`src/rtl/hazard_forward_ctrl.sv`:
```
// Hazard unit: EX forward selects, load-use stall, branch flush,
// with private E/M/W register-use shadows and saturating event counters.
module hazard_forward_ctrl #(
  parameter int REG_ADDR_WIDTH = 5,
  parameter int CNT_WIDTH      = 16
) (
  input  logic                      clk,
  input  logic                      rst,
  input  logic [REG_ADDR_WIDTH-1:0] rs1_d,
  input  logic [REG_ADDR_WIDTH-1:0] rs2_d,
  input  logic [REG_ADDR_WIDTH-1:0] rd_d,
  input  logic                      reg_write_d,
  input  logic                      is_load_d,
  input  logic                      pc_src_e,
  output logic [1:0]                forward_a_e,
  output logic [1:0]                forward_b_e,
  output logic                      stall_f,
  output logic                      stall_d,
  output logic                      flush_d,
  output logic                      flush_e,
  output logic [CNT_WIDTH-1:0]      stall_count,
  output logic [CNT_WIDTH-1:0]      flush_count
);

  localparam logic [REG_ADDR_WIDTH-1:0] X0      = '0;
  localparam logic [CNT_WIDTH-1:0]      CNT_MAX = '1;

  logic [REG_ADDR_WIDTH-1:0] r_rs1_e;
  logic [REG_ADDR_WIDTH-1:0] r_rs2_e;
  logic [REG_ADDR_WIDTH-1:0] r_rd_e;
  logic                      r_rw_e;
  logic                      r_ld_e;
  logic [REG_ADDR_WIDTH-1:0] r_rd_m;
  logic                      r_rw_m;
  logic [REG_ADDR_WIDTH-1:0] r_rd_w;
  logic                      r_rw_w;
  logic [CNT_WIDTH-1:0]      r_stall_cnt;
  logic [CNT_WIDTH-1:0]      r_flush_cnt;

  logic       w_lwstall;
  logic       w_flush_e;
  logic [1:0] w_fwd_a;
  logic [1:0] w_fwd_b;

  // MEM is younger than WB, so its match wins.
  function automatic logic [1:0] fwd_sel(
    input logic [REG_ADDR_WIDTH-1:0] rs
  );
    logic [1:0] sel;
    sel = 2'b00;
    if (rs != X0 && r_rw_m && rs == r_rd_m) begin
      sel = 2'b10;
    end else if (rs != X0 && r_rw_w && rs == r_rd_w) begin
      sel = 2'b01;
    end
    return sel;
  endfunction

  always_comb begin
    w_lwstall = r_ld_e && (r_rd_e != X0) &&
                ((rs1_d == r_rd_e) || (rs2_d == r_rd_e));
    w_flush_e = w_lwstall || pc_src_e;
    w_fwd_a   = fwd_sel(r_rs1_e);
    w_fwd_b   = fwd_sel(r_rs2_e);
  end

  always_comb begin
    forward_a_e = 2'b00;
    forward_b_e = 2'b00;
    stall_f     = 1'b0;
    stall_d     = 1'b0;
    flush_d     = 1'b0;
    flush_e     = 1'b0;
    stall_count = '0;
    flush_count = '0;
    if (!rst) begin
      forward_a_e = w_fwd_a;
      forward_b_e = w_fwd_b;
      stall_f     = w_lwstall;
      stall_d     = w_lwstall;
      flush_d     = pc_src_e;
      flush_e     = w_flush_e;
      stall_count = r_stall_cnt;
      flush_count = r_flush_cnt;
    end
  end

  always_ff @(posedge clk) begin
    if (rst) begin
      r_rs1_e     <= '0;
      r_rs2_e     <= '0;
      r_rd_e      <= '0;
      r_rw_e      <= 1'b0;
      r_ld_e      <= 1'b0;
      r_rd_m      <= '0;
      r_rw_m      <= 1'b0;
      r_rd_w      <= '0;
      r_rw_w      <= 1'b0;
      r_stall_cnt <= '0;
      r_flush_cnt <= '0;
    end else begin
      if (w_flush_e) begin
        r_rs1_e <= '0;
        r_rs2_e <= '0;
        r_rd_e  <= '0;
        r_rw_e  <= 1'b0;
        r_ld_e  <= 1'b0;
      end else begin
        r_rs1_e <= rs1_d;
        r_rs2_e <= rs2_d;
        r_rd_e  <= rd_d;
        r_rw_e  <= reg_write_d;
        r_ld_e  <= is_load_d;
      end
      r_rd_m <= r_rd_e;
      r_rw_m <= r_rw_e;
      r_rd_w <= r_rd_m;
      r_rw_w <= r_rw_m;
      if (w_lwstall && r_stall_cnt != CNT_MAX) begin
        r_stall_cnt <= r_stall_cnt + 1'b1;
      end
      if (pc_src_e && r_flush_cnt != CNT_MAX) begin
        r_flush_cnt <= r_flush_cnt + 1'b1;
      end
    end
  end

endmodule
```
`config.mk`:
```
export PLATFORM = sky130hd
export DESIGN_NAME = hazard_forward_ctrl
export DESIGN_NICKNAME = d
export VERILOG_FILES = /design/src/rtl/hazard_forward_ctrl.sv
export SDC_FILE = /design/constraint.sdc
export NUM_CORES = 1
export LEC_CHECK = 0
export ABC_AREA = 1
export BUFFER_PORTS_ARGS = -buffer_cell sky130_fd_sc_hd__buf_2
export CAP_MARGIN = 20
export CORE_AREA = 2 2 88 107
export DETAILED_ROUTE_END_ITERATION = 10
export DIE_AREA = 0 0 90 109
export GPL_TIMING_DRIVEN = 1
export PLACE_DENSITY_LB_ADDON = 0.08
export SETUP_SLACK_MARGIN = 0.05
export SYNTH_ARGS = -nofsm -noshare
export SYNTH_HDL_FRONTEND = slang
export SYNTH_SLANG_ARGS = --single-unit
```
`constraint.sdc`:
```
create_clock -name clk -period 2.05 [get_ports clk]
set_input_delay 0.205 -clock clk [delete_from_list [all_inputs] [get_ports clk]]
set_output_delay 0.205 -clock clk [all_outputs]
set_load 0.1 [all_outputs]
```
==> flow_metrics.env, run 1 <==
export IMPL_hold_class="primary input to flop"
export IMPL_overflow=0
export IMPL_via_count=3211
export IMPL_rows=38
export IMPL_die_area_sq_mm=0.009810
export IMPL_drc=0
export IMPL_cp_arrival_ps=1670
export IMPL_grt_use_total_pct=17.18
export IMPL_fillers=921
export IMPL_clkSinkCount=61
export IMPL_first_iter_violations=65
export IMPL_crit_buf_inv=2
export IMPL_slew_violations=0
export IMPL_syn_inst=520
export IMPL_cts_tree="yes"
export IMPL_synth_top_area_share_pct=35.49
export IMPL_worstSetupPathDepth=6
export IMPL_use_met3_pct=4.354
export IMPL_num_antenna_cells=0
export IMPL_avgRoutedWirePerCell_um=11.27
export IMPL_clockBufferDepth=2
export IMPL_p_leak_uw=0.001947
export IMPL_layout_nets=604
export IMPL_cts_buffers=9
export IMPL_antenna_found_initial=0
export IMPL_max_slew_margin_rel_pct=67.34
export IMPL_worstSkewPairLatency_ps=340
export IMPL_initial_core_util_pct=38.91
export IMPL_crit_family="simple AND/OR/NAND/NOR gates"
export IMPL_cts_htree_levels=3
export IMPL_core_area_sq_mm=0.008843
export IMPL_worst_slew_pin_slew_ps=493.3
export IMPL_crit_path_start_kind="flop"
export IMPL_cap_viol_max_count=0
export IMPL_yosysUniqueCellTypes=38
export IMPL_finalClockSkew_ps=11.10
export IMPL_die_w_um=90
export IMPL_grt_pass1_wl_mm=13.66
export IMPL_criticalPathCategory="flop to output port"
export IMPL_synth_area_sq_mm=0.003441
export IMPL_r2r_setup_slack_ps=380
export IMPL_gr_usage_met1_pct=20.08
export IMPL_fp_dieH_um=109
export IMPL_synth_warnings=0
export IMPL_grt_max_degree=29
export IMPL_io_pins=60
export IMPL_critical_path_max_stage_delay_ps=360
export IMPL_min_period_over_period_pct=91.40
export IMPL_area_growth_synth_to_final_pct=22.73
export IMPL_whs_path_depth=3
export IMPL_p_per_area_mw_per_mm2=644.5
export IMPL_avgSynthCellArea_sq_um=6.617
export IMPL_ir_worst_vdd_uv=300.5
export IMPL_yosysTopAreaCell="dfxtp_1"
export IMPL_clkSlewWorstSetupHoldPaths_ps=70
export IMPL_busiest_layer="met2"
export IMPL_path_cells="inv_1 -> or2_2 -> nand4_1 -> nor2_1 -> nor2_2 -> buf_12"
export IMPL_first_global_vias=3068
export IMPL_synth_fp_nets=542
export IMPL_min_period_ps=1874
export IMPL_required_ps=1850
export IMPL_cts_root_buf="clkbuf_8"
export IMPL_rr_worst_depth=8
export IMPL_fmax_mhz=533.7
export IMPL_crit_fanout=3
export IMPL_setup_violations=0
export IMPL_hpwlAfterDp_mm=6.080
export IMPL_synth_seq_area_share_pct=35.49
export IMPL_synth_seq_cells=61
export IMPL_rsz0062_at_grt="yes"
export IMPL_viasPerCell=4.542
export IMPL_dp_slack_ps=321.9
export IMPL_gp_congestion=0.8211
export IMPL_drive_gt1_share_pct=21.47
export IMPL_dr_pass1_iters=4
export IMPL_report_final_hold_viol_count=0
export IMPL_synth_top_cells_by_area="dfxtp_1 35%, nand2_1 12%, nor2_1 12%, inv_1 9.3%, xor2_1 5.6%"
export IMPL_status="complete, no violations"
export IMPL_wl_mm=7.970
export IMPL_setup_ws_ps=176.3
export IMPL_critPathSlowestCell="dfxtp_1"
export IMPL_setup_tns_ps=0
export IMPL_port_buffers=59
export IMPL_end_kind="output port"
export IMPL_drt_antenna_violating_nets=0
export IMPL_grt_util_met2_pct=30.56
cells in the mapped netlist, drive strengths merged:
cell,n
nor2,122
nand2,113
inv,90
dfxtp,61
nand3,26
xor2,22
nor3,15
a21oi,13
buf,11
o21ai,11
nand4,10
xnor2,8
o22ai,4
or2,3
clkbuf,2
ha,2
o211ai,2
and2,1
nand3b,1
nor4,1
o2111a,1
o2111ai,1
metal layers:
metal,vias up,wire (um)
met5,-,0
met4,0,133
met3,11,321
met2,64,3914
met1,1430,3600
li1,1706,-
power by group:
part	leakage, uW	total [uW]	internal (uW)	switching (uW)
clock network	0.000106	1220	720	501
registers	0.000495	1230	1210	24.5
logic	0.00135	266	85.2	181
layout make-up:
cell class,count,area [sq um],share of cell area [%]
flip-flops and latches,61,1221,28.92
well taps,120,150.1,3.556
inverters,90,337.8,8.000
multi-input cells,356,1859,44.03
clock inverters,5,83.83,1.985
clock buffers,11,141.4,3.348
repair buffers,64,429.2,10.16
through the flow:
stage | utilization [%] | power (uW) | instance area, sq um | instances | hold WS (ps)
2_1_floorplan | - | 1452 | 3493 | 520 | 317.2
3_3_place_gp | 44.88 | 1525 | 3969 | 690 | 420.5
3_5_place_dp | 44.88 | 1527 | 3969 | 690 | 400.7
4_1_cts | 47.57 | 2761 | 4207 | 707 | 60.20
5_1_grt | 47.75 | 2849 | 4223 | 707 | 62.35
6_report | 47.75 | 2722 | 4223 | 707 | 73.29
logic make-up after synthesis:
| logic type | Yosys count | share of synthesized area (%) |
|---|---|---|
| AO/OA/AOI/OAI | 32 | 5.782 |
| XOR/XNOR | 30 | 7.636 |
| adder cells (fa/ha/maj) | 2 | 0.7272 |
| buffers and inverters | 103 | 12.36 |
| flip-flops | 61 | 35.49 |
| AND/OR/NAND/NOR | 292 | 38.00 |
worst register-to-register path, cell delays in order (launching register included):
cell,delay [ps]
dfxtp_1,400
ha_1,220
nand2_1,120
nor2_4,190
nand3_2,130
o21ai_4,300
o21ai_0,120
inv_1,60
nor2_1,40
what timing repair did:
| item | CTS | global route |
|---|---|---|
| hold buffers | 0 | 0 |
| pin swaps | 2 | 3 |
| setup buffers | 1 | 0 |
| endpoints found under the setup margin | 4 | 6 |
| resized for setup | 3 | 4 |
cell usage in the layout (no fill, tap or decap), drive strengths merged:
cell / count
clkinv: 1
nand3: 26
xnor2: 8
or2: 3
clkinvlp: 2
nand2: 113
nor3: 15
nand4: 10
xor2: 22
buf: 63
o2111a: 1
nor4: 1
o21ai: 11
ha: 2
o2111ai: 1
nand3b: 1
o22ai: 4
nor2: 122
dfxtp: 61
and2: 1
a21oi: 13
o211ai: 2
inv: 90
clkbuf: 12
bufinv: 2
registers in the layout, summed over array words and instances (netlist names):
name and flops:
r_ld_e 1, r_rs1_e 5, r_rd_w 5, r_rw_e 1, r_rd_m 5, r_flush_cnt 16
r_rw_m 1, r_stall_cnt 16, r_rw_w 1, r_rd_e 5, r_rs2_e 5
worst paths after layout:
kind             startpoint         endpoint
max               r_rd_m[4]   forward_a_e[0]
min                 rd_d[1]        r_rd_e[1]
max reg2reg  r_flush_cnt[1]  r_flush_cnt[10]
min reg2reg          r_rw_e           r_rw_m
Note: power is estimated with default switching activity, not from simulation.
==> run 2: changes to the inputs <==
--- a/config.mk
+++ b/config.mk
@@ -5,12 +5,11 @@
 export SDC_FILE = /design/constraint.sdc
 export NUM_CORES = 1
 export LEC_CHECK = 0
-export ABC_AREA = 1
 export BUFFER_PORTS_ARGS = -buffer_cell sky130_fd_sc_hd__buf_2
 export CAP_MARGIN = 20
-export CORE_AREA = 2 2 88 107
+export CORE_AREA = 2 2 84 102
 export DETAILED_ROUTE_END_ITERATION = 10
-export DIE_AREA = 0 0 90 109
+export DIE_AREA = 0 0 86 104
 export GPL_TIMING_DRIVEN = 1
 export PLACE_DENSITY_LB_ADDON = 0.08
 export SETUP_SLACK_MARGIN = 0.05
==> run 2 against run 1 <==
The run now ends with negative setup slack left. Sequential cell count is the same. Sequential power is essentially flat. Sequential share of layout area grew 0.42 points. Maximum frequency shrank 12%. Core utilization grew 5.7 points. Critical endpoint is now flush_e. Synthesized cell count shrank 33%. Clock power shrank 9%. Critical path type unchanged. Critical path depth shrank 1. Clock-buffer cell count shrank 2. Hold slack lost 18 ps. Combinational power grew 6%.
==> flow_metrics.env, run 2 <==
export IMPL_status="finished with violations"
export IMPL_violations="negative setup slack"
export IMPL_dr_pass1_iters=4
export IMPL_worstSkewPairLatency_ps=350
export IMPL_clockBufferDepth=2
export IMPL_end_kind="output port"
export IMPL_clkSinkCount=61
export IMPL_ir_worst_vdd_uv=401.6
export IMPL_fp_dieH_um=104
export IMPL_fmax_mhz=468.4
export IMPL_initial_core_util_pct=39.19
export IMPL_ys_flop_type="dfxtp_1"
export IMPL_setup_ws_ps=-85.08
export IMPL_grt_max_degree=27
export IMPL_yosysTopAreaCell="dfxtp_1"
export IMPL_synth_fp_nets=372
export IMPL_hold_start="rd_d[4]"
export IMPL_synth_area_sq_mm=0.003124
export IMPL_criticalPathCategory="flop to output port"
export IMPL_cap_viol_max_count=0
export IMPL_synth_warnings=0
export IMPL_hold_slack_ps=55.12
export IMPL_worst_slew_pin_slew_ps=495.7
export IMPL_gp_congestion=0.8149
export IMPL_avgRoutedWirePerCell_um=13.10
export IMPL_hpwlAfterDp_mm=5.235
export IMPL_layout_commonest_cell="buf_2"
export IMPL_r2r_setup_slack_ps=80
export IMPL_synth_async_reset_ratio_pct=0
export IMPL_rsz0062_at_grt="yes"
export IMPL_antenna_found_initial=0
export IMPL_synth_top_cells_by_area="dfxtp_1 39%, nor2b_1 8.2%, xor2_1 5.9%, nor2_1 5.0%, xnor2_1 4.5%"
export IMPL_synth_seq_cells=61
export IMPL_die_w_um=86
export IMPL_syn_inst=350
export IMPL_ys_top_cells_by_count="61 x dfxtp_1, 42 x nor2_1, 41 x nor2b_1"
export IMPL_p_leak_uw=0.001670
export IMPL_drt_antenna_violating_nets=0
export IMPL_drc=0
export IMPL_worst_hold_path_endpoint="r_rd_e[4]"
export IMPL_grt_use_total_pct=16.41
export IMPL_required_ps=1850
export IMPL_num_antenna_cells=0
export IMPL_layout_common_cells="51 x buf_2, 44 x dfxtp_1, 38 x nor2_1"
export IMPL_cp_arrival_ps=1930
export IMPL_slew_violations=0
export IMPL_rr_endpoint="r_stall_cnt[9]"
export IMPL_whs_path_depth=2
export IMPL_die_area_sq_mm=0.008944
export IMPL_layout_nets=453
export IMPL_io_pins=60
export IMPL_overflow=0
export IMPL_area_growth_synth_to_final_pct=36.36
export IMPL_fillers=775
export IMPL_reg2reg_from="r_rd_e[2]"
export IMPL_cts_root_buf="clkbuf_8"
export IMPL_hold_class="primary input to flop"
export IMPL_via_count=2627
export IMPL_synth_top_area_share_pct=39.09
export IMPL_synth_edf_count=0
export IMPL_min_period_ps=2135
export IMPL_largestRegisters="r_flush_cnt: 16 flops, r_stall_cnt: 16 flops"
export IMPL_grt_pass1_wl_mm=11.84
export IMPL_viasPerCell=4.947
export IMPL_crit_path_start_kind="flop"
export IMPL_utilization_pct=53.44
export IMPL_synth_most_common_cell="dfxtp_1"
export IMPL_drive_gt1_share_pct=44.04
export IMPL_cts_tree="yes"
export IMPL_port_buffers=59
export IMPL_rr_worst_depth=7
export IMPL_crit_fanout=4
export IMPL_finalClockSkew_ps=8.382
export IMPL_rows=36
export IMPL_max_slew_margin_rel_pct=67.18
export IMPL_cts_buffers=9
export IMPL_first_global_vias=2584
export IMPL_setup_violations=5
export IMPL_first_iter_violations=59
export IMPL_ff_latch_area_sq_mm=0.001250
export IMPL_core_area_sq_mm=0.007973
export IMPL_report_final_hold_viol_count=0
export IMPL_min_period_over_period_pct=104.2
export IMPL_p_per_area_mw_per_mm2=615.7
export IMPL_yosysUniqueCellTypes=46
export IMPL_clkSlewWorstSetupHoldPaths_ps=70
export IMPL_cts_htree_levels=3
export IMPL_synth_seq_area_share_pct=39.09
export IMPL_avgSynthCellArea_sq_um=8.926
export IMPL_multi_input_area_sq_mm=0.002037
export IMPL_wl_mm=6.958
run 2: cell count changes after synthesis, moves of 8 or more:
cell / before / now
nor2_1: 109 / 42
nor2_2: 11 / 1
nand3_1: 21 / 6
nand4_1: 10 / 18
nor4_1: 1 / 9
xnor2_1: 8 / 16
nor2b_1: 0 / 41
and2_1: 1 / 21
nand2_1: 110 / 20
inv_1: 85 / 7
run 2: cell families after synthesis:
| logic type | after synthesis | synth area share, % |
|---|---|---|
| buf+inv | 20 | 3.524 |
| compound gates | 25 | 5.647 |
| xor+xnor | 37 | 10.37 |
| mux | 15 | 6.207 |
| flops | 61 | 39.09 |
| fa+ha+maj | 2 | 0.8008 |
| simple gates | 190 | 34.36 |
run 2: cell type report:
class,count,share of cell area [%]
Tap cell,95,2.790
Clock inverter,7,1.909
Timing Repair Buffer,83,14.63
Inverter,7,0.6167
Clock buffer,9,2.907
Sequential cell,61,29.34
Multi-Input combinational cell,269,47.81
run 2: through the flow:
stage	TNS [ps]	worst slack (ps)	cell area [sq um]	instances	total power, uW
2_1_floorplan	-1780	-286.9	3321	350	1442
3_3_place_gp	0	133.9	3831	505	1514
3_5_place_dp	0	116.4	3831	505	1517
4_1_cts	-400.7	-90.84	4160	527	2651
5_1_grt	-730.9	-142.5	4260	531	2750
6_report	-299.1	-85.08	4260	531	2623
run 2: what timing repair did:
action	CTS	global route
setup buffers	6	4
hold buffers	0	0
resized for setup	26	18
setup endpoints to repair	7	18
hold endpoints to repair	0	0
pin swaps	8	9
run 2: worst max path at each step:
stage / startpoint / to / slack, ps / depth (start not counted)
3_5_place_dp: r_stall_cnt[0] / r_stall_cnt[9] / 120 / 7
4_1_cts: r_rd_e[2] / flush_e / -90 / 5
3_3_place_gp: r_stall_cnt[0] / r_stall_cnt[9] / 130 / 7
2_1_floorplan: r_rs2_e[4] / forward_b_e[0] / -290 / 4
6_report: r_rd_e[2] / flush_e / -90 / 5
5_1_grt: r_rs2_e[4] / forward_b_e[0] / -140 / 5
run 2: worst max-delay path: stages (launching register included):
cell     delay [ps]
dfxtp_2         340
or4_4           530
o21a_4          230
or2b_4          240
a21oi_4          70
buf_12          170
run 2: power breakdown:
group	total (uW)	internal, uW	leakage, uW	switching, uW
Sequential	1230	1210	0.000503	23.7
Clock	1110	577	0.000101	533
Combinational	283	120	0.00107	163
run 2: metal layers:
metal  track usage [%]  share of wire [%]  routed length [um]
met5                 0                  0                   0
met4             7.710                2.3                 161
met3             4.206                4.4                 308
met2             26.80                 48                3313
met1             19.86                 46                3175
==> run 3: changes to the inputs <==
--- a/config.mk
+++ b/config.mk
@@ -12,6 +12,7 @@
 export DIE_AREA = 0 0 86 104
 export GPL_TIMING_DRIVEN = 1
 export PLACE_DENSITY_LB_ADDON = 0.08
+export REMOVE_ABC_BUFFERS = 1
 export SETUP_SLACK_MARGIN = 0.05
 export SYNTH_ARGS = -nofsm -noshare
 export SYNTH_HDL_FRONTEND = slang
==> run 3 against run 2 <==
The run still ends with negative setup slack left. Maximum frequency down 1.4%. Hold slack improved by 8.9 ps. Clock skew shrank 1.2 ps. Die area did not move. Critical path depth increased by 3. Worst setup slack worse by 30 ps. Non-clock buffer count is 12 higher. Final cell count is 2.3% higher. Power rose by 3.3%. Largest power group unchanged.
==> flow_metrics.env, run 3 (same netlist as run 2, synthesis figures left out) <==
export IMPL_die_w_um=86
export IMPL_viasPerCell=4.963
export IMPL_reg2reg_from="r_rd_e[4]"
export IMPL_critPathSlowestCell="or4_4"
export IMPL_grt_use_total_pct=17.34
export IMPL_core_area_sq_mm=0.007973
export IMPL_cap_viol_max_count=0
export IMPL_io_pins=60
export IMPL_hold_start="reg_write_d"
export IMPL_cts_tree="yes"
export IMPL_grt_pass1_wl_mm=12.46
export IMPL_cp_arrival_ps=1960
export IMPL_required_ps=1850
export IMPL_initial_core_util_pct=39.19
export IMPL_fp_dieH_um=104
export IMPL_area_growth_synth_to_final_pct=37.61
export IMPL_setup_ws_ps=-115.2
export IMPL_avgRoutedWirePerCell_um=13.75
export IMPL_p_leak_uw=0.001799
export IMPL_max_slew_margin_rel_pct=67.37
export IMPL_path_cells="or4_4 -> nor2_4 -> buf_4 -> buf_4 -> buf_4 -> nor4_1 -> buf_4 -> buf_12"
export IMPL_min_period_over_period_pct=105.6
export IMPL_crit_path_start_kind="flop"
export IMPL_dr_pass1_iters=4
export IMPL_grt_max_degree=48
export IMPL_antenna_found_initial=0
export IMPL_clockBufferDepth=2
export IMPL_via_count=2695
export IMPL_ff_latch_area_sq_mm=0.001246
export IMPL_port_buffers=59
export IMPL_num_antenna_cells=0
export IMPL_overflow=0
export IMPL_cts_root_buf="clkbuf_8"
export IMPL_first_iter_violations=63
export IMPL_drive_gt1_share_pct=38.62
export IMPL_worst_slew_pin_slew_ps=492.8
export IMPL_rsz0062_at_grt="yes"
export IMPL_first_global_vias=2667
export IMPL_whs_path_depth=2
export IMPL_setup_violations=5
export IMPL_rr_worst_depth=7
export IMPL_drt_antenna_violating_nets=0
export IMPL_criticalPathCategory="flop to output port"
export IMPL_startpoint="r_rs2_e[4]"
export IMPL_cp_common_cell="buf_4"
export IMPL_report_final_hold_viol_count=0
export IMPL_gp_congestion=0.8469
export IMPL_violations="negative setup slack"
export IMPL_clkSinkCount=61
export IMPL_utilization_pct=53.92
export IMPL_hpwlAfterDp_mm=5.245
export IMPL_p_per_area_mw_per_mm2=630.2
export IMPL_rows=36
export IMPL_hold_class="primary input to flop"
export IMPL_end_kind="output port"
export IMPL_layout_nets=465
export IMPL_worstSkewPairLatency_ps=330
export IMPL_die_area_sq_mm=0.008944
export IMPL_drc=0
export IMPL_setup_tns_ps=-496.7
export IMPL_wl_mm=7.465
export IMPL_fillers=751
export IMPL_ir_worst_vdd_uv=278.6
export IMPL_fmax_mhz=461.8
export IMPL_clkSlewWorstSetupHoldPaths_ps=70
export IMPL_cts_hold_buf=0
export IMPL_min_period_ps=2165
export IMPL_status="finished with violations"
export IMPL_layout_commonest_cell="buf_2"
export IMPL_critical_path_max_stage_delay_ps=540
export IMPL_finalClockSkew_ps=7.200
export IMPL_slew_violations=0
export IMPL_crit_fanout=2
export IMPL_layout_common_cells="52 x buf_2, 47 x dfxtp_1, 41 x nor2b_1"
export IMPL_cts_htree_levels=3
export IMPL_largestRegisters="r_flush_cnt: 16 flops, r_stall_cnt: 16 flops"
export IMPL_multi_input_area_sq_mm=0.001971
export IMPL_cts_buffers=9
-- run 3: changes by cell type in the layout (fill, tap and decap cells not counted), sizes merged --
cell / previous run / this run
inv: 10 / 8
buf: 83 / 95
bufinv: 1 / 2
clkinv: 2 / 3
-- run 3: area by class of cell --
class / count / share of cell area (%)
timing repair buffer: 95 / 16.62
clock inverter: 7 / 2.299
clock buffer: 9 / 2.881
inverter: 7 / 0.6112
multi-input combinational: 269 / 45.84
tap: 95 / 2.765
sequential: 61 / 28.99
-- run 3: what timing repair did --
action                                  4_1_cts  5_1_grt
gates cloned                                  1        0
pin swaps                                    15       17
resized for setup                            33       31
buffers inserted                             13        3
endpoints found under the setup margin        7       34
-- run 3: power by group --
group | leakage, uW | switching (uW) | internal, uW
sequential | 0.000502 | 22.8 | 1210
clock | 0.000110 | 498 | 690
combinational | 0.00119 | 164 | 128
total | 0.00180 | 684 | 2030
-- run 3: worst max-delay path, delay by kind of cell, from the launching register on --
family / cells / cell delay (ps)
flip-flops: 1 / 320
buffers and inverters: 5 / 580
AND/OR/NAND/NOR: 3 / 720
-- run 3: metrics by stage --
stage | hold slack (ps) | setup slack (ps) | area [sq um] | std cells | power (uW)
finish | 63.97 | -115.2 | 4299 | 543 | 2709
CTS | 45.19 | -147.9 | 4163 | 541 | 2739
detailed placement | 408.4 | 45.28 | 3705 | 511 | 1485
global route | 61.68 | -233.4 | 4299 | 543 | 2827
floorplan | 274.1 | -2075 | 3040 | 337 | 1383
global placement | 412.1 | 58.91 | 3705 | 511 | 1484
-- run 3: metal layers --
layer,global-route usage [%],up-vias,share of wire [%]
met5,0,-,0
met4,6.576,0,2.1
met3,4.365,12,3.9
met2,28.96,54,49
met1,21.14,1243,45
li1,-,1386,-
-- run 3: worst paths after layout --
check / to / slack (ps)
worst max-delay path: forward_b_e[0] / -120
worst min-delay path: r_rw_e / 60
worst max register to register: r_stall_cnt[4] / 50
worst min register to register: r_rw_m / 440
